`src/rtl/deploy_ctrl.sv`:
```
// deploy_ctrl: card-deploy controller (select a card slot by clicking its
// hitbox, release the button inside the deploy zone to spend elixir, wait
// while the unit is on the field, then an optional cooldown).
//
// Ports:
//   Clk, Reset        sole clock (rising edge), synchronous active-low reset
//   click             mouse button code: 0 none, 1 left, 2 right, 3 both,
//                     4..15 behave like 0
//   X, Y              cursor position
//   box_lx/ly/ux/uy   packed inclusive per-slot hitboxes, slot i at [i*CW +: CW]
//   cost              packed per-slot elixir cost, slot i at [i*EW +: EW]
//   eli               current elixir pool
//   infield           per-slot "unit alive on the field" flags
//   idle/instate/deploy/cooling  one-hot-ish state indicators
//   elixirin          elixir to spend, nonzero only in DEPLOY
//   sel_slot          latched selected slot
//   deploy_x/y        cursor latched on ARMED->DEPLOY
//   short             release in zone refused for lack of elixir (combinational)
//
// Configuration macro: DEPLOY_CTRL_COOLDOWN_EN
//   defined   -> INFIELD is followed by a COOLDOWN_CYC-cycle COOLDOWN state
//   undefined -> INFIELD returns straight to IDLE, cooling is tied low

module deploy_ctrl #(
  parameter int N_SLOTS      = 4,
  parameter int CW           = 10,
  parameter int EW           = 5,
  parameter int ZONE_XMIN    = 300,
  parameter int ZONE_XMAX    = 500,
  parameter int COOLDOWN_CYC = 60
) (
  input  logic                        Clk,
  input  logic                        Reset,
  input  logic [3:0]                  click,
  input  logic [CW-1:0]               X,
  input  logic [CW-1:0]               Y,
  input  logic [N_SLOTS*CW-1:0]       box_lx,
  input  logic [N_SLOTS*CW-1:0]       box_ly,
  input  logic [N_SLOTS*CW-1:0]       box_ux,
  input  logic [N_SLOTS*CW-1:0]       box_uy,
  input  logic [N_SLOTS*EW-1:0]       cost,
  input  logic [EW-1:0]               eli,
  input  logic [N_SLOTS-1:0]          infield,
  output logic                        idle,
  output logic                        instate,
  output logic                        deploy,
  output logic [EW-1:0]               elixirin,
  output logic [$clog2(N_SLOTS)-1:0]  sel_slot,
  output logic [CW-1:0]               deploy_x,
  output logic [CW-1:0]               deploy_y,
  output logic                        short,
  output logic                        cooling
);

  localparam int SW = $clog2(N_SLOTS);
  localparam logic [CW-1:0] ZMIN = CW'(ZONE_XMIN);
  localparam logic [CW-1:0] ZMAX = CW'(ZONE_XMAX);

  typedef enum logic [2:0] {
    ST_IDLE     = 3'd0,
    ST_ARMED    = 3'd1,
    ST_DEPLOY   = 3'd2,
    ST_INFIELD  = 3'd3,
    ST_COOLDOWN = 3'd4
  } state_t;

  state_t state, state_nxt;

  // ---------------------------------------------------------------------
  // Hitbox decode and lowest-index priority
  // ---------------------------------------------------------------------
  logic [N_SLOTS-1:0] hit;
  logic               any_hit;
  logic [SW-1:0]      hit_idx;
  logic               hit_free;   // lowest hit exists and its unit is not on the field

  always_comb begin
    for (int i = 0; i < N_SLOTS; i++) begin
      hit[i] = (X >= box_lx[i*CW +: CW]) && (X <= box_ux[i*CW +: CW]) &&
               (Y >= box_ly[i*CW +: CW]) && (Y <= box_uy[i*CW +: CW]);
    end
  end

  // Scan from the top down so the last write wins with the lowest index.
  always_comb begin
    any_hit = 1'b0;
    hit_idx = '0;
    for (int i = N_SLOTS - 1; i >= 0; i--) begin
      if (hit[i]) begin
        any_hit = 1'b1;
        hit_idx = SW'(i);
      end
    end
  end

  assign hit_free = any_hit && !infield[hit_idx];

  // ---------------------------------------------------------------------
  // Click decode, zone and affordability
  // ---------------------------------------------------------------------
  logic          click_left;
  logic          click_cancel;
  logic          click_release;   // includes the unused codes 4..15
  logic          in_zone;
  logic [EW-1:0] sel_cost;
  logic          afford;

  assign click_left    = (click == 4'd1);
  assign click_cancel  = (click == 4'd2) || (click == 4'd3);
  assign click_release = !click_left && !click_cancel;
  assign in_zone       = (X >= ZMIN) && (X <= ZMAX);
  assign sel_cost      = cost[int'(sel_slot)*EW +: EW];
  assign afford        = (eli >= sel_cost);

  // ---------------------------------------------------------------------
  // Cooldown counter (optional)
  // ---------------------------------------------------------------------
`ifdef DEPLOY_CTRL_COOLDOWN_EN
  localparam int CNT_W = (COOLDOWN_CYC > 1) ? $clog2(COOLDOWN_CYC) : 1;
  localparam logic [CNT_W-1:0] CNT_LOAD = CNT_W'(COOLDOWN_CYC - 1);

  logic [CNT_W-1:0] cd_cnt;
  logic             cd_done;

  assign cd_done = (cd_cnt == '0);

  // Loads on entry so the value read in the first COOLDOWN cycle is
  // COOLDOWN_CYC-1; the state exits on the cycle it reads zero.
  always_ff @(posedge Clk) begin
    if (!Reset) begin
      cd_cnt <= '0;
    end else if (state == ST_INFIELD && state_nxt == ST_COOLDOWN) begin
      cd_cnt <= CNT_LOAD;
    end else if (state == ST_COOLDOWN && !cd_done) begin
      cd_cnt <= cd_cnt - 1'b1;
    end
  end
`endif

  // ---------------------------------------------------------------------
  // FSM: state register
  // ---------------------------------------------------------------------
  always_ff @(posedge Clk) begin
    if (!Reset) begin
      state <= ST_IDLE;
    end else begin
      state <= state_nxt;
    end
  end

  // ---------------------------------------------------------------------
  // FSM: next-state logic plus load enables for the latched outputs
  // ---------------------------------------------------------------------
  logic          sel_ld;
  logic [SW-1:0] sel_nxt;
  logic          pos_ld;

  always_comb begin
    state_nxt = state;
    sel_ld    = 1'b0;
    sel_nxt   = sel_slot;
    pos_ld    = 1'b0;
    unique case (state)
      ST_IDLE: begin
        if (click_left && hit_free) begin
          state_nxt = ST_ARMED;
          sel_ld    = 1'b1;
          sel_nxt   = hit_idx;
        end
      end
      ST_ARMED: begin
        if (click_cancel) begin
          state_nxt = ST_IDLE;
        end else if (click_left) begin
          // Re-select only when the lowest hit is a different, free slot.
          if (hit_free && hit_idx != sel_slot) begin
            sel_ld  = 1'b1;
            sel_nxt = hit_idx;
          end
        end else if (in_zone && afford) begin
          state_nxt = ST_DEPLOY;
          pos_ld    = 1'b1;
        end
      end
      ST_DEPLOY: begin
        state_nxt = ST_INFIELD;
      end
      ST_INFIELD: begin
        if (!infield[sel_slot]) begin
`ifdef DEPLOY_CTRL_COOLDOWN_EN
          state_nxt = ST_COOLDOWN;
`else
          state_nxt = ST_IDLE;
`endif
        end
      end
      ST_COOLDOWN: begin
`ifdef DEPLOY_CTRL_COOLDOWN_EN
        if (cd_done) begin
          state_nxt = ST_IDLE;
        end
`else
        state_nxt = ST_IDLE;
`endif
      end
      default: begin
        state_nxt = ST_IDLE;
      end
    endcase
  end

  // Latched selection and deploy position; these hold everywhere else.
  always_ff @(posedge Clk) begin
    if (!Reset) begin
      sel_slot <= '0;
      deploy_x <= '0;
      deploy_y <= '0;
    end else begin
      if (sel_ld) begin
        sel_slot <= sel_nxt;
      end
      if (pos_ld) begin
        deploy_x <= X;
        deploy_y <= Y;
      end
    end
  end

  // ---------------------------------------------------------------------
  // FSM: output decode
  // ---------------------------------------------------------------------
  always_comb begin
    idle     = (state == ST_IDLE);
    instate  = (state == ST_ARMED);
    deploy   = (state == ST_DEPLOY);
    elixirin = (state == ST_DEPLOY) ? sel_cost : '0;
    short    = (state == ST_ARMED) && click_release && in_zone && !afford;
`ifdef DEPLOY_CTRL_COOLDOWN_EN
    cooling  = (state == ST_COOLDOWN);
`else
    cooling  = 1'b0;
`endif
  end

endmodule

```
`config.mk`:
```
export PLATFORM = sky130hd
export DESIGN_NAME = deploy_ctrl
export DESIGN_NICKNAME = d
export VERILOG_FILES = /design/src/rtl/deploy_ctrl.sv
export SDC_FILE = /design/constraint.sdc
export NUM_CORES = 1
export LEC_CHECK = 0
export ABC_AREA = 1
export CAP_MARGIN = 20
export CORE_MARGIN = 10
export CORE_UTILIZATION = 48
export CTS_BUF_LIST = sky130_fd_sc_hd__clkbuf_8
export CTS_CLUSTER_SIZE = 14
export DETAILED_ROUTE_END_ITERATION = 6
export GPL_ROUTABILITY_DRIVEN = 0
export PLACE_DENSITY = 0.9
export SLEW_MARGIN = 10
export SYNTH_ARGS = -nofsm -noshare
export SYNTH_HDL_FRONTEND = slang
export SYNTH_SLANG_ARGS = --single-unit
```
`constraint.sdc`:
```
create_clock -name Clk -period 7.9 [get_ports Clk]
set_input_delay 1.58 -clock Clk [delete_from_list [all_inputs] [get_ports Clk]]
set_output_delay 1.58 -clock Clk [all_outputs]
set_load 0.02 [all_outputs]
```
### Word level (Yosys, flattened, before mapping)

Cells that the tools add are included.

| storage, ports and cells | value |
|---|---|
| bits in registers | 25 |
| input bits | 215 |
| output and inout bits | 32 |
| logic and storage cells | 104 |

| cells by class | value |
|---|---|
| multiply operators | 1 |
| magnitude comparators | 21 |
| eq/ne operators | 14 |
| shift-type cells | 1 |
| muxes and demuxes | 33 |
| reduce and logical (&&, ||, !) cells | 30 |

Operators by type and width:

| kind | count |
|---|---|
| 10-bit >= comparator | 8 |
| 10-bit less-or-equal comparator | 8 |
| 1-bit logical AND | 21 |
| 20-bit by 6-bit variable part select with 5-bit output | 1 |
| 2-bit 2-to-1 mux | 8 |
| 3-bit 2-to-1 mux | 5 |
| 1-bit 2-to-1 mux | 14 |
| 3-bit case mux with 4 select lines | 1 |
| 10-bit by 9-bit >= comparator with 1-bit output, second input constant | 1 |
| 10-bit by 9-bit less-or-equal comparator with 1-bit output, second input constant | 1 |
| 4-bit by 2-bit == test with 1-bit output, second input constant | 2 |
| 3-bit by 2-bit == test with 1-bit output, second input constant | 2 |
| 2-bit by 3-bit < comparator with 1-bit output, second input constant | 2 |
| 2-bit by 1-bit inequality test with 1-bit output, second input constant | 3 |
| 6-bit AND reduction | 1 |
| 5-bit >= comparator | 1 |
| 2-bit by 3-bit multiplier with 5-bit output, second input constant | 1 |
| 5-bit 2-to-1 mux | 1 |
| 1-bit binary-select mux with 2-bit select | 2 |
| 4-bit by 1-bit == test with 1-bit output, second input constant | 1 |
| 1-bit logical NOT | 4 |
| 2-bit inequality test, second input constant | 2 |
| 2-bit case mux with 2 select lines | 1 |
| 4-bit AND reduction | 1 |
| 8 further kinds | 8 |

### Longest topological paths before layout

Gate-level depths: netlist of the first run.

| logic depth | value |
|---|---|
| word-level depth | 18 |
| depth in mapped cells | 22 |
| mapped depth without buffers | 22 |

### Worst setup path after synthesis of the first run

Ideal clock, no wire load.

| path | value |
|---|---|
| path type | input to output |
| start | input port cost[5] |
| end | output port short |
| arrival | 3.347 ns |
| data required time | 6.320 ns |
| setup slack | 2.973 ns |
| stages | 11 |
| path buffers | 0 |
| cell sequence | nor2_1 -> nor2_1 -> o21ai_0 -> nand2_1 -> ha_1 -> o21a_1 -> o21a_1 -> o21a_1 -> o21ai_0 -> nand2_1 -> nor3b_1 |

| between the ends | value |
|---|---|
| longest elaborated chain between the ends | 4 |

Ends and longest elaborated chain:

| what | RTL line | source |
|---|---|---|
| from (decl) | 41 | `input logic [N_SLOTS*EW-1:0] cost,` |
| 20-bit by 6-bit variable part select with 5-bit output | 112 | `assign sel_cost = cost[int'(sel_slot)*EW +: EW];` |
| 5-bit >= comparator | 113 | `assign afford = (eli >= sel_cost);` |
| 1-bit logical NOT | 237 | `short = (state == ST_ARMED) && click_release && in_zone && !afford;` |
| 1-bit logical AND | 237 |  |
| to (decl) | 51 | `output logic short,` |

Every way passes these cells.

### Worst setup path in the final report of the first run

Ends and elaborated chain as after synthesis.

==> summary.md, run 1 <==
| Metric | Value |
|---|---|
| Normalized max-slew margin | `between 50% and 60%` |
| Core ar. | `around 11000 um2` |
| Num CTS Buffers | `3` |
| Hold Path Class | `register to register` |
| Clk buf depth | `2` |
| Worst-path maximum fanout | `2` |
| Ys async rst share | `0%` |
| Critical path's top delay family | `buffers and inverters` |
| Post-CTS Repair Setup Buffers | `0` |
| RSZ-0062 raised after global routing | `false` |
| Largest area contributor in the netlist | `ha_1` |
| Synth Flop Type | `dfxtp_1` |
| Period minus WS final | `about 5800 ps` |
| Synth Register Bits | `24` |
| Layout cells sized above 1 | `under 10%` |
| Highest-delay cell along the critical path | `clkdlybuf4s50_1` |
| Post-synth cell types | `37` |
| FF-to-FF setup slack | `about 4700 ps` |
| Die area | `between 15000 and 20000 um2` |
| Hold depth | `2` |
| Layout area overhead | `46.8%` |
| Actual slew at the worst max-slew pin | `741 ps` |
| Vias after detailed routing | `about 6500` |
| WL final | `between 15 and 20 mm` |
| Outcome | `complete, no violations` |
| CP arrival | `about 4200 ps` |
| Ys Warns | `0` |
| Clock Pin Slew Worst Setup and Hold Paths | `about 80 ps` |
| Post-CTS resize count | `0` |
| IO Pins | `~250` |
| Leakage | `4.51 nW` |
| Worst stage delay on the critical path | `660 ps` |
| Vias in the first global route | `~6600` |
| Reg2Reg Depth | `16` |
| Setup Skew | `around 1.8 ps` |
| Port Buffers | `around 250` |
| Max cap viols | `0` |
| CTS root buffer | `clkbuf_8` |
| First-pass GRT wire length | `about 31 mm` |
| CP Class | `input pin to output pin` |
| Diode count | `0` |
| Via density | `roughly 5` |
| Sequential power share | `between 20 and 25%` |
| Max IR drop VDD | `0.0653 mV` |
| Critical Path Stages | `13` |
| Pwr Density | `between 80 and 90 nW/um2` |
| Worst min-delay path startpoint | `deploy_x[9]` |
| Ranking of synthesized cells by area | `ha_1 37%, inv_1 14%, nand2_1 12%` |
| Tcrit/Tclk final | `between 70% and 80%` |
| Nets | `~1500` |
| Die Y-Extent | `about 130 um` |
| Data required, critical path | `~6300 ps` |
| # setup viols final | `0` |
| Placed cells | `1271` |
| Fillers | `roughly 960` |
| Initial cell density of the core | `a little under 50%` |
| Final Non-Filler Cells | `roughly 1300` |
| Hold Crit Endpoint | `deploy_x[9]` |
| Drc violations | `0` |
| Row count | `39` |
| Drt first-iter violations | `roughly 340` |
| Worst Setup SP | `cost[5]` |
| # hold bufs at CTS | `0` |
| Syn Nets | `approximately 1300` |
| Net Sw Power | `about 0.27 mW` |
| Crit end category | `output pin` |
| H-tree level count | `1` |
| Sw frac | `40.4%` |
| Avg Cell Area, Syn | `~6.3 um2` |
| Pint | `0.397 mW` |
| Comb power frac | `between 60 and 70%` |
| Initial DRT Pass Iterations | `5` |
| Clk sinks | `24` |
| Die Wd | `roughly 130 um` |
| Setup tns final | `0 ps` |
| RR Startpoint | `sel_slot[0]` |
| Mapped Cells | `just under 900` |
| CP startpoint kind | `input pin` |
| Seq/Total Area, Yosys | `between 8 and 9%` |
| Final HPWL DP | `~17 mm` |
| Largest net degree at the start of global routing | `24` |
| GRT Resource Usage Total | `22.7%` |
| Wire per inst | `about 15 um` |
| DRT antenna net count | `0` |
| Clk pwr share | `12.7%` |
| Final Hold Violating Endpoints | `0` |
| Clk_lat worst skew | `between 200 and 300 ps` |
| Worst Path Buf+Inv | `2` |
| Slew Limit Fails | `0` |
| Most frequent CP cell | `o21a_1` |
| Cell breakdown of the critical path | `clkdlybuf4s50_1 -> nor2_1 -> nor2_1 -> o21ai_0 -> nand2_1 -> ha_1 -> o21a_1 -> o21a_1 -> o21a_1 -> o21ai_0 -> nand2_1 -> nor3b_1 -> clkdlybuf4s50_1` |
| RR Endpoint | `deploy_x[2]` |
| GR Overflow Total | `0` |
| Post-synth EDFFs | `0` |
| Initial antenna violation count | `0` |
| Mapped Area | `5650 um2` |
| Top cell type's share of synthesized area | `36.6%` |
| Fmax | `~170 MHz` |
| CTS tree | `done` |
[power by group through the flow]
stage	Sequential [mW]	Clock, mW	Combinational, mW
floorplan	0.139	0	0.231
global placement	0.138	0	0.430
CTS	0.135	0.0871	0.449
detailed placement	0.138	0	0.447
global route	0.137	0.0917	0.504
finish	0.135	0.0843	0.446
[sequential cells by signal, summed over array words and instances, names as in the netlist]
register and count:
sel_slot 2, deploy_y 10, deploy_x 10, state 2
[how the worst max path moves through the flow]
stage                     slack [ps]    end
after floorplan                 2970  short
after global placement          2190  short
after detailed placement        2120  short
after CTS                       2130  short
after global routing            1880  short
final                           2140  short
[worst register-to-register path: stages (launching register included)]
cell	delay (ps)
dfxtp_1	660
inv_1	320
nor2_1	160
nor2_1	40
o21ai_0	120
nand2_1	100
ha_1	270
o21a_1	180
o21a_1	160
o21a_1	150
o21ai_0	130
nand2_1	90
nand2_1	90
nor2_1	60
inv_1	400
nor2_1	120
nor2_1	120
[Yosys cell counts, types with 2 or more instances]
cell	count
a21o_1	8
nand3b_1	2
o21a_1	11
nor2_1	105
nand3_1	30
clkbuf_1	4
o211ai_1	6
nand2_2	4
nor2_2	5
ha_1	165
o21ai_0	34
nand4_1	16
nand2_1	178
a21oi_1	59
nand3_2	3
a31oi_1	2
dfxtp_1	24
o21bai_1	5
inv_1	207
a32o_1	4
buf_4	3
[cell type report]
| class | instances | area (um2) | area share (%) |
|---|---|---|---|
| inverter | 208 | 781 | 9.42 |
| tap | 143 | 179 | 2.16 |
| sequential | 24 | 480 | 5.80 |
| clock buffer | 4 | 55.1 | 0.664 |
| multi-input combinational | 650 | 4330 | 52.3 |
| timing repair buffer | 246 | 2460 | 29.7 |
[cell families (layout without fill, tap and decap cells)]
| family | Yosys count | after routing | synth area share [%] |
|---|---|---|---|
| and+or+nand+nor | 349 | 349 | 26.1 |
| DFF | 24 | 24 | 8.51 |
| xor gates and xnor gates | 1 | 1 | 0.155 |
| AOI/OAI and AO/OA | 134 | 134 | 13.8 |
| adders and majority gates | 165 | 165 | 36.6 |
| buffers and inverters | 217 | 458 | 14.8 |
| other | 1 | 1 | 0.0664 |
[metal layers]
metal,share of wire [%],vias to the layer above,routed length (um),global-route usage [%]
met3,8.6,26,1680,6.90
li1,-,3354,-,-
met4,2.0,0,384,5.03
met1,41,2869,8050,25.5
met5,0,-,0,0
met2,48,214,9480,41.1
[cell usage in the layout, fill, tap and decap left out, drive strengths merged]
cell           count
nand2            182
nor3b              1
nand3b             2
a31oi              2
clkdlybuf4s50    245
o21ai             36
a211oi             1
o21a              11
conb               1
and3               1
inv              208
clkbuf             4
a21o               8
or3                1
a21oi             60
nor4               1
o211ai             6
a21boi             1
nand3             33
o21bai             5
xor2               1
buf                1
a32o               4
dfxtp             24
nand4             18
nor2             110
ha               165
[through the flow]
step / util (%) / cell area, um2 / worst slack [ps] / hold slack [ps] / power, mW
after floorplan: - / 5650 / 2970 / 514 / 0.371
after global placement: 71.8 / 8230 / 2190 / 428 / 0.568
after detailed placement: 71.8 / 8230 / 2120 / 434 / 0.585
after CTS: 72.3 / 8290 / 2130 / 446 / 0.671
after global routing: 72.3 / 8290 / 1880 / 458 / 0.733
final: 72.3 / 8290 / 2140 / 446 / 0.666
Power figures use the tool's default switching activity.
==> run 2: changes to the inputs <==
--- a/config.mk
+++ b/config.mk
@@ -8,12 +8,12 @@
 export ABC_AREA = 1
 export CAP_MARGIN = 20
 export CORE_MARGIN = 10
-export CORE_UTILIZATION = 48
+export CORE_UTILIZATION = 40
 export CTS_BUF_LIST = sky130_fd_sc_hd__clkbuf_8
 export CTS_CLUSTER_SIZE = 14
 export DETAILED_ROUTE_END_ITERATION = 6
 export GPL_ROUTABILITY_DRIVEN = 0
-export PLACE_DENSITY = 0.9
+export PLACE_DENSITY = 0.8
 export SLEW_MARGIN = 10
 export SYNTH_ARGS = -nofsm -noshare
 export SYNTH_HDL_FRONTEND = slang
==> constraint.sdc (replaced) <==
create_clock -name Clk -period 4.81 [get_ports Clk]
set_input_delay 0.962 -clock Clk [delete_from_list [all_inputs] [get_ports Clk]]
set_output_delay 0.962 -clock Clk [all_outputs]
set_load 0.02 [all_outputs]
==> run 2 against run 1 <==
  * Core utilization decreased by 12 points
  * Setup slack lost 1900 ps
  * Routed wire length rose by 0.77%
  * Final cell count is 3.5% higher
  * Sequential power grew 65%
  * Global-route usage down 3.2 points
  * Non-clock buffer count rose by 9
  * Worst hold slack better by 3.5 ps
  * Sequential share of layout area is 0.069 points lower
  * First-iteration DRC count fell by 31%
  * Critical path depth is 2 lower
  * Clock skew rose by 1.7 ps
  * Critical path type unchanged
  * Highest routed layer unchanged
==> summary.md, run 2 (same netlist as run 1, synthesis figures left out) <==
| Metric | Value |
|---|---|
| Outcome | `complete, no violations` |
| Period minus WS final | `between 4000 and 5000 ps` |
| Pint | `0.638 mW (+61%)` |
| WL final | `19.7 mm (+0.77%)` |
| Final total power | `1.08 mW (+62%)` |
| Die area | `19300 um2 (+17%)` |
| Setup tns final | `0 ps (unchanged)` |
| GR Overflow Total | `0 (unchanged)` |
| Crit end category | `output pin` |
| Drt first-iter violations | `231 (-31%)` |
| Row count | `43 (+10%)` |
| Layout cells sized above 1 | `2.63% (+0.69 points)` |
| CP startpoint kind | `input pin` |
| Actual slew at the worst max-slew pin | `750 ps (+9.11 ps)` |
| Grt met3 use | `4.93% (-2.0 points)` |
| First-pass GRT wire length | `31.6 mm (+1.8%)` |
| Met2 Usage GRT | `35.0% (-6.1 points)` |
| Commonest non-fill, non-tap cell in the layout | `clkdlybuf4s50_1` |
| Initial DRT Pass Iterations | `4 (-1)` |
| Initial antenna violation count | `0 (unchanged)` |
| Net Sw Power | `0.441 mW (+64%)` |
| Pwr Density | `129 nW/um2 (+60%)` |
| Nets | `1522 (+0.59%)` |
| Max cap viols | `0 (unchanged)` |
| Most Crowded Layer GR | `met2` |
| Final Hold Violating Endpoints | `0 (unchanged)` |
| Port Buffers | `245 (unchanged)` |
| IO Pins | `247 (unchanged)` |
| Hold Path Class | `register to register` |
| Final HPWL DP | `17.1 mm (about the same)` |
| Normalized max-slew margin | `49.9% (-0.61 points)` |
| Worst stage delay on the critical path | `640 ps (-20 ps)` |
| Vias in the first global route | `6290 (-4.2%)` |
| CTS tree | `done` |
| Comb power frac | `68.4% (+1.4 points)` |
| Initial cell density of the core | `40.7% (-8.6 points)` |
| Setup Skew | `3.54 ps (+1.74 ps)` |
| Fmax | `around 220 MHz` |
| Clk pwr share | `10.9% (-1.8 points)` |
| Highest-delay cell along the critical path | `clkdlybuf4s50_1` |
| Num CTS Buffers | `3 (unchanged)` |
| Commonest non-fill, non-tap cells in the layout | `245 x clkdlybuf4s50_1, 207 x inv_1, 178 x nand2_1` |
| Wire per inst | `15.0 um (-2.7%)` |
| Cell breakdown of the critical path | `clkdlybuf4s50_1 -> o21ai_0 -> nand2_1 -> ha_1 -> o21a_1 -> o21a_1 -> o21a_1 -> o21ai_0 -> nand2_1 -> nor3b_1 -> clkdlybuf4s50_1` |
| Data required, critical path | `3850 ps (-2470 ps)` |
| Clock Pin Slew Worst Setup and Hold Paths | `80 ps (about the same)` |
| Max IR drop VDD | `0.0947 mV (+45%)` |
| Die Y-Extent | `139 um (+8.1%)` |
| Leakage | `4.55 nW (+0.80%)` |
| Largest net degree at the start of global routing | `24 (unchanged)` |
| Die Wd | `139 um (+8.1%)` |
| Top Registers | `deploy_x: 10 flops, deploy_y: 10 flops` |
| Post-CTS Repair Setup Buffers | `0 (unchanged)` |
| Sequential power share | `20.6% (+0.3 points)` |
| Tcrit/Tclk final | `between 90% and 100%` |
| # hold bufs at CTS | `0 (unchanged)` |
| CP arrival | `3590 ps (-590 ps)` |
| Diode count | `0 (unchanged)` |
| Slew Limit Fails | `0 (unchanged)` |
| Worst-path maximum fanout | `2 (unchanged)` |
| Sw frac | `40.9% (+0.47 points)` |
| Layout area overhead | `48.5%` |
| GRT Resource Usage Total | `19.5% (-3.2 points)` |
| Via density | `4.86 (-4.1%)` |
| Most frequent CP cell | `o21a_1` |
| Post-CTS resize count | `0 (unchanged)` |
| Vias after detailed routing | `6415 (-0.74%)` |
| Clk_lat worst skew | `270 ps (about the same)` |
| Clk sinks | `24 (unchanged)` |
| Drc violations | `0 (unchanged)` |
| Clk buf depth | `2 (unchanged)` |
| # setup viols final | `0 (unchanged)` |
| CP Class | `input pin to output pin` |
| RSZ-0062 raised after global routing | `false` |
| Grt met1 use | `23.4% (-2.1 points)` |
| DRT antenna net count | `0 (unchanged)` |
| Core ar. | `13900 um2 (+21%)` |
| CTS root buffer | `clkbuf_8` |
| H-tree level count | `1 (unchanged)` |
[run 2: power groups by stage]
stage / clock network, mW / logic [mW] / registers (mW)
finish: 0.118 / 0.738 / 0.223
global route: 0.132 / 0.832 / 0.224
CTS: 0.122 / 0.742 / 0.222
detailed placement: 0 / 0.739 / 0.227
global placement: 0 / 0.720 / 0.226
floorplan: 0 / 0.380 / 0.229
[run 2: per-layer routing]
layer / wire [um] / part of all wire [%]
met1: 8690 / 44
met2: 9420 / 48
met3: 1470 / 7.5
met4: 161 / 0.82
met5: 0 / 0
[run 2: critical path, delay by kind of cell]
family,cells,cell delay (ps)
AO/OA/AOI/OAI,5,920
buffers and inverters,2,1060
AND/OR/NAND/NOR,3,380
adder cells (fa/ha/maj),1,270
[run 2: final cells by class]
cell class | count | area, um2
Fill cell | 1302 | 5490
Multi-Input combinational cell | 650 | 4330
Timing Repair Buffer | 255 | 2530
Inverter | 208 | 781
Sequential cell | 24 | 480
Tap cell | 180 | 225
Clock buffer | 3 | 41.3
[run 2: final timing paths]
path	start	end	slack [ps]	cells past startpoint
max	cost[0]	short	260	11
min	deploy_x[9]	deploy_x[9]	450	2
max reg2reg	sel_slot[0]	deploy_x[1]	1290	17
min reg2reg	deploy_x[9]	deploy_x[9]	450	2
[run 2: per-stage QoR]
stage | hold WS (ps) | cells | setup slack (ps) | cell area, um2 | util (%)
after global routing | 465 | 1320 | 120 | 8390 | 60.4
after CTS | 454 | 1320 | 284 | 8390 | 60.4
final | 449 | 1320 | 257 | 8390 | 60.4
after detailed placement | 439 | 1317 | 286 | 8350 | 60.1
after global placement | 432 | 1317 | 337 | 8350 | 60.1
after floorplan | 514 | 891 | 1120 | 5650 | -
==> run 3: changes to the inputs <==
--- a/config.mk
+++ b/config.mk
@@ -7,7 +7,6 @@
 export LEC_CHECK = 0
 export ABC_AREA = 1
 export CAP_MARGIN = 20
-export CORE_MARGIN = 10
 export CORE_UTILIZATION = 40
 export CTS_BUF_LIST = sky130_fd_sc_hd__clkbuf_8
 export CTS_CLUSTER_SIZE = 14
==> run 3 against run 2 <==
  * Setup slack gained 66 ps
  * Fmax grew 1.5%
  * Critical path type unchanged
  * Highest routed layer unchanged
  * Die area is 24% lower
  * Largest cell class unchanged
  * Via count decreased by 1.1%
  * Clock power is 55% higher
  * Combinational power is essentially flat
  * Final cell count hardly changed
  * Global-route usage increased by 4.7 points
  * First-iteration DRC count rose by 35%
  * Critical path depth grew 2
  * Sequential share of layout area hardly changed
==> summary.md, run 3 (same netlist as run 1, synthesis figures left out) <==
| Metric | Value |
|---|---|
| Outcome | `complete, no violations` |
| RSZ-0062 raised after global routing | `false` |
| Post-CTS Repair Setup Buffers | `0 (unchanged)` |
| Hold Path Class | `register to register` |
| Tcrit/Tclk final | `93.3% (-1.4 points)` |
| Pwr Density | `135 nW/um2 (+5.3%)` |
| Worst-path maximum fanout | `2 (unchanged)` |
| Met3 WL | `1.23 mm (-16%)` |
| CP startpoint kind | `input pin` |
| Layout area overhead | `49.1%` |
| Min Hold Slack | `455 ps (+6.19 ps)` |
| Post-place setup slack | `338 ps (+51.8 ps)` |
| Largest net degree at the start of global routing | `24 (unchanged)` |
| Drc violations | `0 (unchanged)` |
| Commonest non-fill, non-tap cell in the layout | `clkdlybuf4s50_1` |
| Die Y-Extent | `121 um (-13%)` |
| Layout cells sized above 1 | `2.72% (+0.085 points)` |
| Multi-input logic area | `4330 um2 (unchanged)` |
| Row count | `43 (unchanged)` |
| Final worst slack | `323 ps (+65.9 ps)` |
| DRT antenna net count | `0 (unchanged)` |
| WL final | `17.5 mm (-11%)` |
| Data required, critical path | `3850 ps (about the same)` |
| Final Hold Violating Endpoints | `0 (unchanged)` |
| Die area | `14600 um2 (-24%)` |
| Normalized max-slew margin | `51.0% (+1.2 points)` |
| CTS tree | `done` |
| First-pass GRT wire length | `28.2 mm (-11%)` |
| Top layer in use | `met4` |
| H-tree level count | `1 (unchanged)` |
| Clock Pin Slew Worst Setup and Hold Paths | `90 ps (about the same)` |
| Setup Skew | `7.25 ps (+3.71 ps)` |
| # hold bufs at CTS | `0 (unchanged)` |
| Clk_lat worst skew | `280 ps (about the same)` |
| Core ar. | `13800 um2 (-0.39%)` |
| Final Non-Filler Cells | `1321 (+0.076%)` |
| Placed cells | `1317 (unchanged)` |
| Vias in the first global route | `6138 (-2.4%)` |
| Setup tns final | `0 ps (unchanged)` |
| Max IR drop VDD | `0.108 mV (+14%)` |
| Slew Limit Fails | `0 (unchanged)` |
| Initial DRT Pass Iterations | `7 (+3)` |
| Crit end category | `output pin` |
| CP Class | `input pin to output pin` |
| Routed wl met2 | `8.19 mm (-13%)` |
| Via density | `4.80 (-1.1%)` |
| Post-route cell area | `8420 um2 (+0.36%)` |
| GR Overflow Total | `0 (unchanged)` |
| Actual slew at the worst max-slew pin | `732 ps (-17.7 ps)` |
| Initial antenna violation count | `0 (unchanged)` |
| Fmax | `223 MHz (+1.5%)` |
| Max cap viols | `0 (unchanged)` |
| CTS root buffer | `clkbuf_8` |
| Final HPWL DP | `15.0 mm (-12%)` |
| # setup viols final | `0 (unchanged)` |
| Register Area | `480 um2 (unchanged)` |
| Clk sinks | `24 (unchanged)` |
| Met1 WL | `7.80 mm (-10%)` |
| Post-CTS resize count | `0 (unchanged)` |
| Top Registers | `deploy_x: 10 flops, deploy_y: 10 flops` |
| Drt first-iter violations | `312 (+35%)` |
| Num CTS Buffers | `3 (unchanged)` |
| IO Pins | `247 (unchanged)` |
| Diode count | `0 (unchanged)` |
| Port Buffers | `245 (unchanged)` |
| Wire per inst | `13.3 um (-11%)` |
| Clk buf depth | `2 (unchanged)` |
| Area post-placement | `8350 um2 (unchanged)` |
| Initial cell density of the core | `40.8% (+0.16 points)` |
| CP arrival | `3530 ps (-60 ps)` |
| Period minus WS final | `4490 ps (-65.9 ps)` |
| Die Wd | `121 um (-13%)` |
| Nets | `1522 (unchanged)` |
| Vias after detailed routing | `6347 (-1.1%)` |
| GRT Resource Usage Total | `24.2% (+4.7 points)` |
| Commonest non-fill, non-tap cells in the layout | `245 x clkdlybuf4s50_1, 207 x inv_1, 178 x nand2_1` |
| Leakage | `4.56 nW (+0.31%)` |
| Fillers | `1289 (-1.0%)` |
run 3: critical path: stages:
cell and delay [ps]:
clkdlybuf4s50_1 410, nor2_1 100, nor2_1 50, o21ai_0 120, nand2_1 90, ha_1 270, o21a_1 180, o21a_1 160
o21a_1 160, o21ai_0 140, nand2_1 90, nor3b_1 170, clkdlybuf4s50_1 630
run 3: final timing paths:
kind	from	to	slack, ps	depth (start not counted)
max	cost[5]	short	320	13
min	deploy_x[9]	deploy_x[9]	460	2
max reg2reg	sel_slot[0]	deploy_x[2]	1400	17
min reg2reg	deploy_x[9]	deploy_x[9]	460	2
run 3: cell type report:
cell class	instances	area share, %
clock inverter	1	0.357
timing repair buffer	255	30.0
clock buffer	3	0.491
sequential	24	5.71
tap	180	2.68
multi-input combinational	650	51.5
inverter	208	9.28
run 3: metal layers:
metal,track usage [%],vias to the layer above
met2,44.2,222
met1,29.7,2745
met5,0,-
met4,5.09,0
li1,-,3356
met3,3.63,24
run 3: report_power, final:
group          leakage [nW]  internal, mW  switching (mW)  total (mW)
combinational          4.33         0.372           0.363       0.735
sequential            0.194         0.210          0.0122       0.222
clock                0.0357         0.112          0.0712       0.183
total                  4.56         0.694           0.446        1.14
run 3: metrics by stage:
stage | util [%] | total power [mW]
floorplan | - | 0.609
global placement | 60.4 | 0.944
detailed placement | 60.4 | 0.963
CTS | 60.9 | 1.14
global route | 60.9 | 1.25
finish | 60.9 | 1.14
